`src/rtl/pc_pkg.sv`:
```
// Shared types for the fetch-stage PC unit: next-PC source select, boot FSM state, step size.
package pc_pkg;

  typedef enum logic [2:0] {
    SEL_SEQ,
    SEL_COND,
    SEL_UNCOND,
    SEL_REG,
    SEL_RET
  } pc_sel_t;

  typedef enum logic {
    PC_BOOT,
    PC_RUN
  } pc_state_t;

  function automatic int unsigned instr_step(input int unsigned shift);
    return 32'd1 << shift;
  endfunction

endpackage

```
`src/rtl/return_addr_stack.sv`:
```
// Circular return-address stack; push at full overwrites the oldest entry and pulses overflow_o.
// Top of stack is combinational; push/pop take effect on the next rising edge.
module return_addr_stack #(
  parameter int WIDTH = 32,
  parameter int DEPTH = 4
) (
  input  logic             clk_i,
  input  logic             rst_ni,
  input  logic             push_i,
  input  logic             pop_i,
  input  logic [WIDTH-1:0] push_dat_i,
  output logic [WIDTH-1:0] top_o,
  output logic             empty_o,
  output logic             full_o,
  output logic             overflow_o
);

  localparam int PW = $clog2(DEPTH);
  localparam int CW = $clog2(DEPTH + 1);

  logic [WIDTH-1:0] mem_q [DEPTH];
  logic [PW-1:0]    wr_ptr_q, wr_ptr_d;
  logic [CW-1:0]    count_q, count_d;
  logic [PW-1:0]    top_idx;

  assign empty_o    = (count_q == '0);
  assign full_o     = (count_q == CW'(DEPTH));
  assign overflow_o = push_i & full_o;
  assign top_idx    = wr_ptr_q - PW'(1);
  assign top_o      = mem_q[top_idx];

  // The write pointer wraps naturally, so a push at full lands on the oldest slot.
  always_comb begin
    wr_ptr_d = wr_ptr_q;
    count_d  = count_q;
    if (push_i) begin
      wr_ptr_d = wr_ptr_q + PW'(1);
      if (!full_o) count_d = count_q + CW'(1);
    end else if (pop_i && !empty_o) begin
      wr_ptr_d = wr_ptr_q - PW'(1);
      count_d  = count_q - CW'(1);
    end
  end

  always_ff @(posedge clk_i or negedge rst_ni) begin
    if (!rst_ni) begin
      wr_ptr_q <= '0;
      count_q  <= '0;
    end else begin
      wr_ptr_q <= wr_ptr_d;
      count_q  <= count_d;
    end
  end

  always_ff @(posedge clk_i) begin
    if (push_i) mem_q[wr_ptr_q] <= push_dat_i;
  end

endmodule

```
`src/rtl/pc_sequencer.sv`:
```
// Fetch-stage program counter: priority next-PC select, branch-with-link RAS, boot FSM.
// Next PC registers one edge after the decision; stall freezes PC, RAS and sticky flags.
module pc_sequencer
  import pc_pkg::*;
#(
  parameter int                    ADDR_WIDTH   = 32,
  parameter int                    INSTR_SHIFT  = 2,
  parameter logic [ADDR_WIDTH-1:0] RESET_VECTOR = '0,
  parameter int                    RAS_DEPTH    = 4
) (
  input  logic                  clock,
  input  logic                  resetN,
  input  logic                  stall,
  input  logic                  branchFlag,
  input  logic                  zeroFlag,
  input  logic                  unconditionalBranchFlag,
  input  logic                  linkFlag,
  input  logic                  branchRegFlag,
  input  logic                  returnFlag,
  input  logic [ADDR_WIDTH-1:0] pcOffsetFilled,
  input  logic [ADDR_WIDTH-1:0] regTarget,
  output logic [ADDR_WIDTH-1:0] PC,
  output logic                  pcValid,
  output logic [ADDR_WIDTH-1:0] linkAddr,
  output logic                  rasEmpty,
  output logic                  rasOverflow,
  output logic                  misaligned
);

  localparam logic [ADDR_WIDTH-1:0] STEP     = ADDR_WIDTH'(instr_step(INSTR_SHIFT));
  localparam logic [ADDR_WIDTH-1:0] LOW_MASK = STEP - ADDR_WIDTH'(1);

  pc_state_t             state_q, state_d;
  pc_sel_t               sel;
  logic [ADDR_WIDTH-1:0] pc_q, pc_d;
  logic                  mis_q, mis_d;
  logic                  ovf_q, ovf_d;
  logic                  advance;
  logic                  ras_push, ras_pop, ras_empty, ras_full, ras_ovf;
  logic [ADDR_WIDTH-1:0] ras_top, raw_target, offset_scaled, next_pc;

  assign linkAddr      = pc_q + STEP;
  assign offset_scaled = pcOffsetFilled << INSTR_SHIFT;

  always_ff @(posedge clock or negedge resetN) begin
    if (!resetN) state_q <= PC_BOOT;
    else         state_q <= state_d;
  end

  always_comb begin
    state_d = state_q;
    case (state_q)
      PC_BOOT: if (!stall) state_d = PC_RUN;
      default: state_d = PC_RUN;
    endcase
  end

  always_comb begin
    advance = (state_q == PC_RUN) && !stall;
    pcValid = (state_q == PC_RUN);
  end

  always_comb begin
    if (returnFlag)                   sel = SEL_RET;
    else if (branchRegFlag)           sel = SEL_REG;
    else if (unconditionalBranchFlag) sel = SEL_UNCOND;
    else if (branchFlag && zeroFlag)  sel = SEL_COND;
    else                              sel = SEL_SEQ;
  end

  // RET with an empty stack falls back to the register target.
  always_comb begin
    raw_target = regTarget;
    if (sel == SEL_RET && !ras_empty) raw_target = ras_top;
    case (sel)
      SEL_RET, SEL_REG:     next_pc = raw_target & ~LOW_MASK;
      SEL_UNCOND, SEL_COND: next_pc = pc_q + offset_scaled;
      default:              next_pc = linkAddr;
    endcase
  end

  assign ras_push = advance & linkFlag & unconditionalBranchFlag & ~returnFlag & ~branchRegFlag;
  assign ras_pop  = advance & returnFlag;
  assign pc_d     = advance ? next_pc : pc_q;
  assign mis_d    = advance && (sel == SEL_RET || sel == SEL_REG) && |(raw_target & LOW_MASK);
  assign ovf_d    = ovf_q | (ras_ovf & ras_full);

  always_ff @(posedge clock or negedge resetN) begin
    if (!resetN) begin
      pc_q  <= RESET_VECTOR;
      mis_q <= 1'b0;
      ovf_q <= 1'b0;
    end else begin
      pc_q  <= pc_d;
      mis_q <= mis_d;
      ovf_q <= ovf_d;
    end
  end

  return_addr_stack #(
    .WIDTH(ADDR_WIDTH),
    .DEPTH(RAS_DEPTH)
  ) u_ras (
    .clk_i     (clock),
    .rst_ni    (resetN),
    .push_i    (ras_push),
    .pop_i     (ras_pop),
    .push_dat_i(linkAddr),
    .top_o     (ras_top),
    .empty_o   (ras_empty),
    .full_o    (ras_full),
    .overflow_o(ras_ovf)
  );

  assign PC          = pc_q;
  assign rasEmpty    = ras_empty;
  assign rasOverflow = ovf_q;
  assign misaligned  = mis_q;

endmodule

```
`config.mk`:
```
export PLATFORM = sky130hd
export DESIGN_NAME = pc_sequencer
export DESIGN_NICKNAME = d
export VERILOG_FILES = /design/src/rtl/pc_pkg.sv /design/src/rtl/return_addr_stack.sv /design/src/rtl/pc_sequencer.sv
export SDC_FILE = /design/constraint.sdc
export NUM_CORES = 1
export LEC_CHECK = 0
export CORE_ASPECT_RATIO = 0.8
export CORE_MARGIN = 3
export CORE_UTILIZATION = 59
export DETAILED_ROUTE_END_ITERATION = 10
export HOLD_SLACK_MARGIN = 0.05
export MAX_ROUTING_LAYER = met4
export PLACE_DENSITY = 0.87
export RECOVER_POWER = 50
export SKIP_CTS_REPAIR_TIMING = 1
export SYNTH_ARGS = -nofsm -noshare
export SYNTH_HDL_FRONTEND = slang
export SYNTH_SLANG_ARGS = --single-unit
```
`constraint.sdc`:
```
create_clock -name clock -period 6.7 [get_ports clock]
set_input_delay 1.675 -clock clock [delete_from_list [all_inputs] [get_ports clock]]
set_output_delay 1.675 -clock clock [all_outputs]
set_load 0.005 [all_outputs]
```
# == Word level (Yosys, flattened, before mapping) ==
# Memory sizes are Yosys's and may differ from the RTL's.
# Cells that the tools add are included.
# Widths: inputs -> output; s select.
# word_totals
ram_bits,128
ff_bits,40
word_cells,59
in_bits,73
mem_count,1
# op_classes
n_bitwise,10
muxes,15
n_eq_ne,6
n_addsub,6
n_reduce_logical,15
# memory_table
memory,words,word_bits,rd,rd_clocked_by_memory_dff,write_ports,line_no,text
u_ras.mem_q,4,32,1,0,1,return_addr_stack.sv:21,logic [WIDTH-1:0] mem_q [DEPTH];
# ops
operator,n
$pmux 32 s2,1
$add 32x3->32 const B,1
$add 32x32->32,1
$mux 32,1
$mux 3,6
$and 1x1->1,7
$eq 3x2->1 const B,2
$eq 3x3->1 const B,2
$logic_and 1x1->1,6
$reduce_or 2->1,3
$mux 1,5
$mux 2,2
$add 3x1->3 const B,1
$eq 3x1->1 const B,1
$logic_not 3->1,1
$sub 3x1->3 const B,1
$add 2x1->2 const B,1
$logic_not 1->1,2
$ne 2x2->1 const B,1
$not 1->1,2
$reduce_and 2->1,1
$reduce_bool 2->1,1
$sub 2x1->2 const B,1
$logic_or 1x1->1,1
$or 1x1->1,1

# == Logic depth before layout (Yosys ltp) ==
# logic_depth
depth_word,10
ltp_mapped,12
depth_no_buf,12

# == Cells and area by module ==
# From an unflattened synthesis, not the netlist that was laid out.
# unflattened
hier_cells,749
area_unflattened_um2,9073.7
# modules_own_cells
mod,n_inst,area_each_um2,cells_each
return_addr_stack,1,5084.9,213
pc_sequencer,1,3988.8,536

# == Worst setup path after synthesis ==
# No wires, ideal clock.
# synth_path
path_kind,input to register
startpoint,input port pcOffsetFilled[0]
endpoint,register pc_q[22] (netlist: PC[22])
required_time_ns,6.566
arrival_ns,3.924
setup_slack_ns,2.643
cell_stages,12
setup_ns,0.134
cell_sequence,ha_1 > inv_1 > fa_1 > nor2b_1 > o2111ai_1 > a21boi_1 > a21oi_1 > o31ai_2 > a31oi_1 > xnor2_1 > a221oi_1 > o21ai_0
# synth_via
elab_chain_cells,2
# synth_rtl
element,line_no,text
"start, declared",pc_sequencer.sv:20,"input logic [ADDR_WIDTH-1:0] pcOffsetFilled,"
$add 32x32->32,pc_sequencer.sv:77,"SEL_UNCOND, SEL_COND: next_pc = pc_q + offset_scaled;"
$pmux 32 s2,pc_sequencer.sv:75,case (sel)
"end signal, assigned",pc_sequencer.sv:94,pc_q <= pc_d;
"end, declared",pc_sequencer.sv:35,"logic [ADDR_WIDTH-1:0] pc_q, pc_d;"
# No other way between the ends.
# A chain may end at the register's enable or synchronous reset.

# == Worst setup path in the final report ==
# layout_path
startpoint,register pc_q[6] (netlist: PC[6])
endpoint,output port linkAddr[31]
# layout_via
elab_chain_cells,1
# layout_rtl
element,line_no,text
$add 32x3->32,pc_sequencer.sv:42,assign linkAddr = pc_q + STEP;
"end, declared",pc_sequencer.sv:24,"output logic [ADDR_WIDTH-1:0] linkAddr,"
# No other way between the ends.

==> out/metrics.csv <==
metric,value,unit
status,"finished, violations left",
violations,"max-capacitance violations, max-slew violations",
hold_depth,1,
synth-async-reset-ratio,0.241,
die-area,16400,µm²
reg2regPathDepth,10,
syn_avg_cell_area,11.7,µm²
htreeDepth,4,
num_antenna_cells,0,
worstPathArrival,4.11,ns
cts-root-buf,clkbuf_16,
powerDensity,419,nW/µm²
drtIter0Drc,679,
placed_cell_area,10300,µm²
multi_input_area,4000,µm²
cts_made_buffers,17,
finalSetupTns,0,ns
ys_warn_count,0,
cap_violations,1,
syn_inst,750,
core,14400,µm²
synth.area.top_cells,"edfxtp_1 41%, dfrtp_1 11%, mux4_2 7.7%",
first_pass_iters,6,
seq_area,4560,µm²
ys_ff_latch,158,
hold_viol_final,0,
cp_max_fo,7,
seq_area_frac_synth,0.517,
pre_cts_ws,1.66,ns
grt_usage,0.320,
cts.reportedPaths.clkPinSlew,0.06,ns
maxSlewHeadroom,-0.589,
synth_common_cells,"120 x edfxtp_1, 71 x nand2_1, 51 x a21oi_1",
end_kind,output port,
layout-drive-gt1-share,0.0960,
grt_pass1_vias,6866,
die_y,115,µm
fillers,928,
slew_viol_final,39,
p_leak,4.02,nW
io_buffer_count,134,
synth_cell_types,76,
grt_antenna_before_repair,0,
num-nets-final,981,
post-synth-top-area-cell,edfxtp_1,
max_freq,173,MHz
drc_errors,0,
die_width,143,µm
routed_wl,25200,µm
finalSetupViolCount,0,
clock_latency,0.43,ns
ctsLongestPathBuffers,2,
synth_edf_count,120,
place_congestion,0.927,
netlist_area,8810,µm²
synth_most_common_cell,edfxtp_1,
design_area,10900,µm²
utilization,0.752,
hp-class,reg2reg,
rsz0062_at_grt,false,
ir_worst_vdd,0.239,mV
tightestPinTransition,2.38,ns
wire_per_inst,23.5,µm
hpwl,17500,µm
worst_setup_path_start_kind,register,
grt_max_degree,39,
post-route-period-util,0.864,
worstPathRequired,5.03,ns
worst_slack,0.910,ns
fin_crit,5.79,ns
io_pins,141,
clock_sinks,158,
antenna_left,0,
fin_cells,1069,
synth_flop_cell,edfxtp_1,
worst-setup-path-type,reg2out,
start_util,0.610,
grt_pass1_wl,38500,µm
cts_tree,yes,
gr-total-overflow,0,
synthToLayoutAreaGrowth,23.3,%
finClkSkew,0.00997,ns
yosysTopAreaCellShare,0.409,
placed_cells,1037,
rows,39,
vias,7110,
viasPerCell,6.65,
==> critical path: stages, from the launching register on <==
cell and delay, ns:
dfrtp_1 0.48, and3_1 0.22, or3b_1 0.49, or3_1 0.44, nor3_1 0.55, and2_0 0.33, and3_1 0.25, xnor2_1 0.30
clkdlybuf4s50_1 0.61
==> area by class of cell <==
| class | count | area share |
|---|---|---|
| clock buffers | 19 | 0.0399 |
| clock inverters | 13 | 0.0161 |
| inverters | 20 | 0.00691 |
| multi-input cells | 533 | 0.368 |
| flip-flops and latches | 158 | 0.419 |
| well taps | 184 | 0.0212 |
| repair buffers | 142 | 0.128 |
==> cells by family after synthesis <==
kind of cell               Yosys count  share of synthesized area
buffers and inverters               62                     0.0291
and+or+nand+nor                    205                      0.113
DFF                                158                      0.517
other                                1                   0.000426
xor gates and xnor gates            49                     0.0487
AOI/OAI and AO/OA                  202                      0.155
muxes                               37                     0.0846
adders and majority gates           36                     0.0528
==> state kept, by name, summed over array words and instances (netlist names) <==
signal / flops
PC: 30
u_ras.wr_ptr_q: 2
pcValid: 1
u_ras.count_q: 3
rasOverflow: 1
misaligned: 1
u_ras.mem_q: 120
==> layout by cell type (no fill, tap or decap), types with 5 or more instances in the layout <==
master / instances
xnor2_1: 29
dlygate4sd3_1: 31
a221oi_1: 7
nor2_1: 47
a31oi_1: 11
a22oi_1: 5
mux4_2: 30
xor2_1: 20
buf_4: 8
nand2b_1: 8
ha_1: 34
o311ai_0: 5
nand4_1: 8
inv_1: 20
o21ai_0: 39
clkdlybuf4s50_1: 102
nand2_1: 71
nor3_1: 10
dfrtp_1: 37
and3_1: 9
mux2i_1: 7
edfxtp_1: 120
a21oi_1: 51
nand3_1: 22
o21a_1: 8
clkbuf_16: 17
a22o_1: 6
a21o_1: 15
==> final timing paths <==
kind	from	to	slack (ns)
min in group asynchronous	resetN	PC[5]	1.97
worst max register to register	PC[9]	PC[31]	3.10
worst min register to register	rasOverflow	rasOverflow	0.48
max in group asynchronous	resetN	u_ras.wr_ptr_q[0]	3.18
worst max-delay path	PC[6]	linkAddr[31]	0.91
worst min-delay path	rasOverflow	rasOverflow	0.48
==> layer usage <==
metal | vias up | track usage | wire length (µm)
met4 | 0 | 0.113 | 796
met1 | 3469 | 0.427 | 9990
li1 | 3117 | - | -
met5 | - | - | 0
met2 | 449 | 0.505 | 12100
met3 | 75 | 0.0524 | 2230
==> where the power goes <==
part,total [mW],leakage [nW],internal (mW),switching [mW]
logic,2.10,2.19,0.988,1.12
clock network,1.00,0.290,0.595,0.409
registers,1.44,1.54,1.26,0.186
total,4.55,4.02,2.84,1.71
==> per-stage QoR <==
stage | hold WS [ns] | power [mW]
CTS | 0.492 | 4.57
global route | 0.513 | 4.79
finish | 0.482 | 4.55
floorplan | 0.466 | 2.73
detailed placement | 0.479 | 3.55
global placement | 0.449 | 3.48
(Power assumes the default switching activity.)
==> variant, RTL diff (config.mk and constraints unchanged) <==
Set the parameter `RAS_DEPTH` to 8 (it was 4).
--- a/src/rtl/pc_sequencer.sv
+++ b/src/rtl/pc_sequencer.sv
@@ -6,7 +6,7 @@
   parameter int                    ADDR_WIDTH   = 32,
   parameter int                    INSTR_SHIFT  = 2,
   parameter logic [ADDR_WIDTH-1:0] RESET_VECTOR = '0,
-  parameter int                    RAS_DEPTH    = 4
+  parameter int                    RAS_DEPTH    = 8
 ) (
   input  logic                  clock,
   input  logic                  resetN,
Behaviour: not the same (Yosys sat finds a counterexample within 10 cycles, from zero or initial values and one cycle with resetN low).
==> variant against the unedited design <==
- the flow still finishes with violations (max-capacitance violations, max-slew violations)
- sequential cell count rose by 122
- non-clock buffer count rose by 18
- wire length rose by 51%
- area after synthesis rose by 53%
- power rose by 63%
- final area rose by 49%
- global-route usage fell by 0.098 points
- setup slack improved by 0.12 ns
- clock skew rose by 0.0060 ns
==> variant: results (changes against the unedited design) <==
| Metric | Value |
|---|---|
| Worst reg2reg path endpoint | `PC[16]` |
| Post-Route WL | `37900 µm (+51%)` |
| Clk cell area share | `0.0551 (-0.000883)` |
| Vias in the first global route | `9380 (+37%)` |
| Ys async rst share | `0.143 (-0.0976)` |
| Slew Viols, Final | `122 (+210%)` |
| Worst-Skew Late Latency | `0.57 ns (+0.14 ns)` |
| WL/cell | `26.6 µm (+13%)` |
| Share of post-route cells with drive strength above 1 | `0.130 (+0.0344)` |
| Multi-input logic area | `5090 µm² (+27%)` |
| Switching share of total power | `0.378 (+0.00206)` |
| Dpl ws | `1.83 ns (+0.172 ns)` |
| Synth Area in Adders | `0.0345 (-0.0183)` |
| LEAKAGE | `5.64 nW (+40%)` |
| Reg2Reg Depth | `8 (-2)` |
| Largest net degree at the start of global routing | `49 (+26%)` |
| Sequential element share of the synthesized area | `0.608 (+0.0912)` |
| Fin Clk Skew | `0.0160 ns (+0.00599 ns)` |
| Status | `finished with violations` |
| Failing checks | `max-capacitance violations, max-slew violations` |
| DP Cell Count | `1377 (+33%)` |
| Max FO, Critical Path | `10 (+3)` |
| Yosys cell types | `71 (-6.6%)` |
| Initial DRT Pass Iterations | `5 (-1)` |
| Post-synth EDFFs | `240 (+100%)` |
| Compound-Gate Fraction of Synth Area | `0.108 (-0.0473)` |
| Reg2Reg Setup Slack | `2.43 ns (-0.67 ns)` |
| CLK BUF | `36 (+17)` |
| CP Data Arrival Time | `4.00 ns (-0.11 ns)` |
| Slew HR | `-0.678 (-0.0896)` |
| DP Wirelength | `24700 µm (+41%)` |
| Post-synthesis xor/xnor area fraction | `0.0383 (-0.0104)` |
| Slowest library cell on the worst path | `xnor2_1` |
| Worst VDD drop | `0.294 mV (+23%)` |
| Area contributors post-synth | `edfxtp_1, mux4_2, dfrtp_1` |
| Worst R2R Start | `u_ras.count_q[1]` |
| Max-cap violations | `3 (+2)` |
| Fillers | `1390 (+50%)` |
| CORE AREA | `22000 µm² (+53%)` |
| Main combinational cell family by area after synthesis | `multiplexers` |
| FFs & Latches | `280 (+77%)` |
| Nets | `1215 (+24%)` |
-- variant: power groups by stage --
stage | combinational [mW] | sequential, mW | clock [mW]
2_1_floorplan | 2.16 | 2.45 | 0
3_3_place_gp | 3.15 | 2.57 | 0
3_5_place_dp | 3.26 | 2.58 | 0
4_1_cts | 3.32 | 2.55 | 1.54
5_1_grt | 3.57 | 2.58 | 1.61
6_report | 3.32 | 2.55 | 1.53
-- variant: per-stage QoR --
stage / util / cell area [µm²] / hold WS [ns] / power (mW)
5_1_grt: 0.733 / 16100 / 0.495 / 7.76
3_3_place_gp: 0.694 / 15300 / 0.461 / 5.72
2_1_floorplan: - / 13500 / 0.466 / 4.61
3_5_place_dp: 0.694 / 15300 / 0.460 / 5.84
6_report: 0.733 / 16100 / 0.469 / 7.40
4_1_cts: 0.734 / 16200 / 0.480 / 7.40
-- variant: layer usage --
layer	share of wire	wire length, µm	track usage
met5	0	0	-
met4	0.031	1160	0.103
met3	0.11	4340	0.0712
met2	0.47	18000	0.487
met1	0.38	14500	0.437
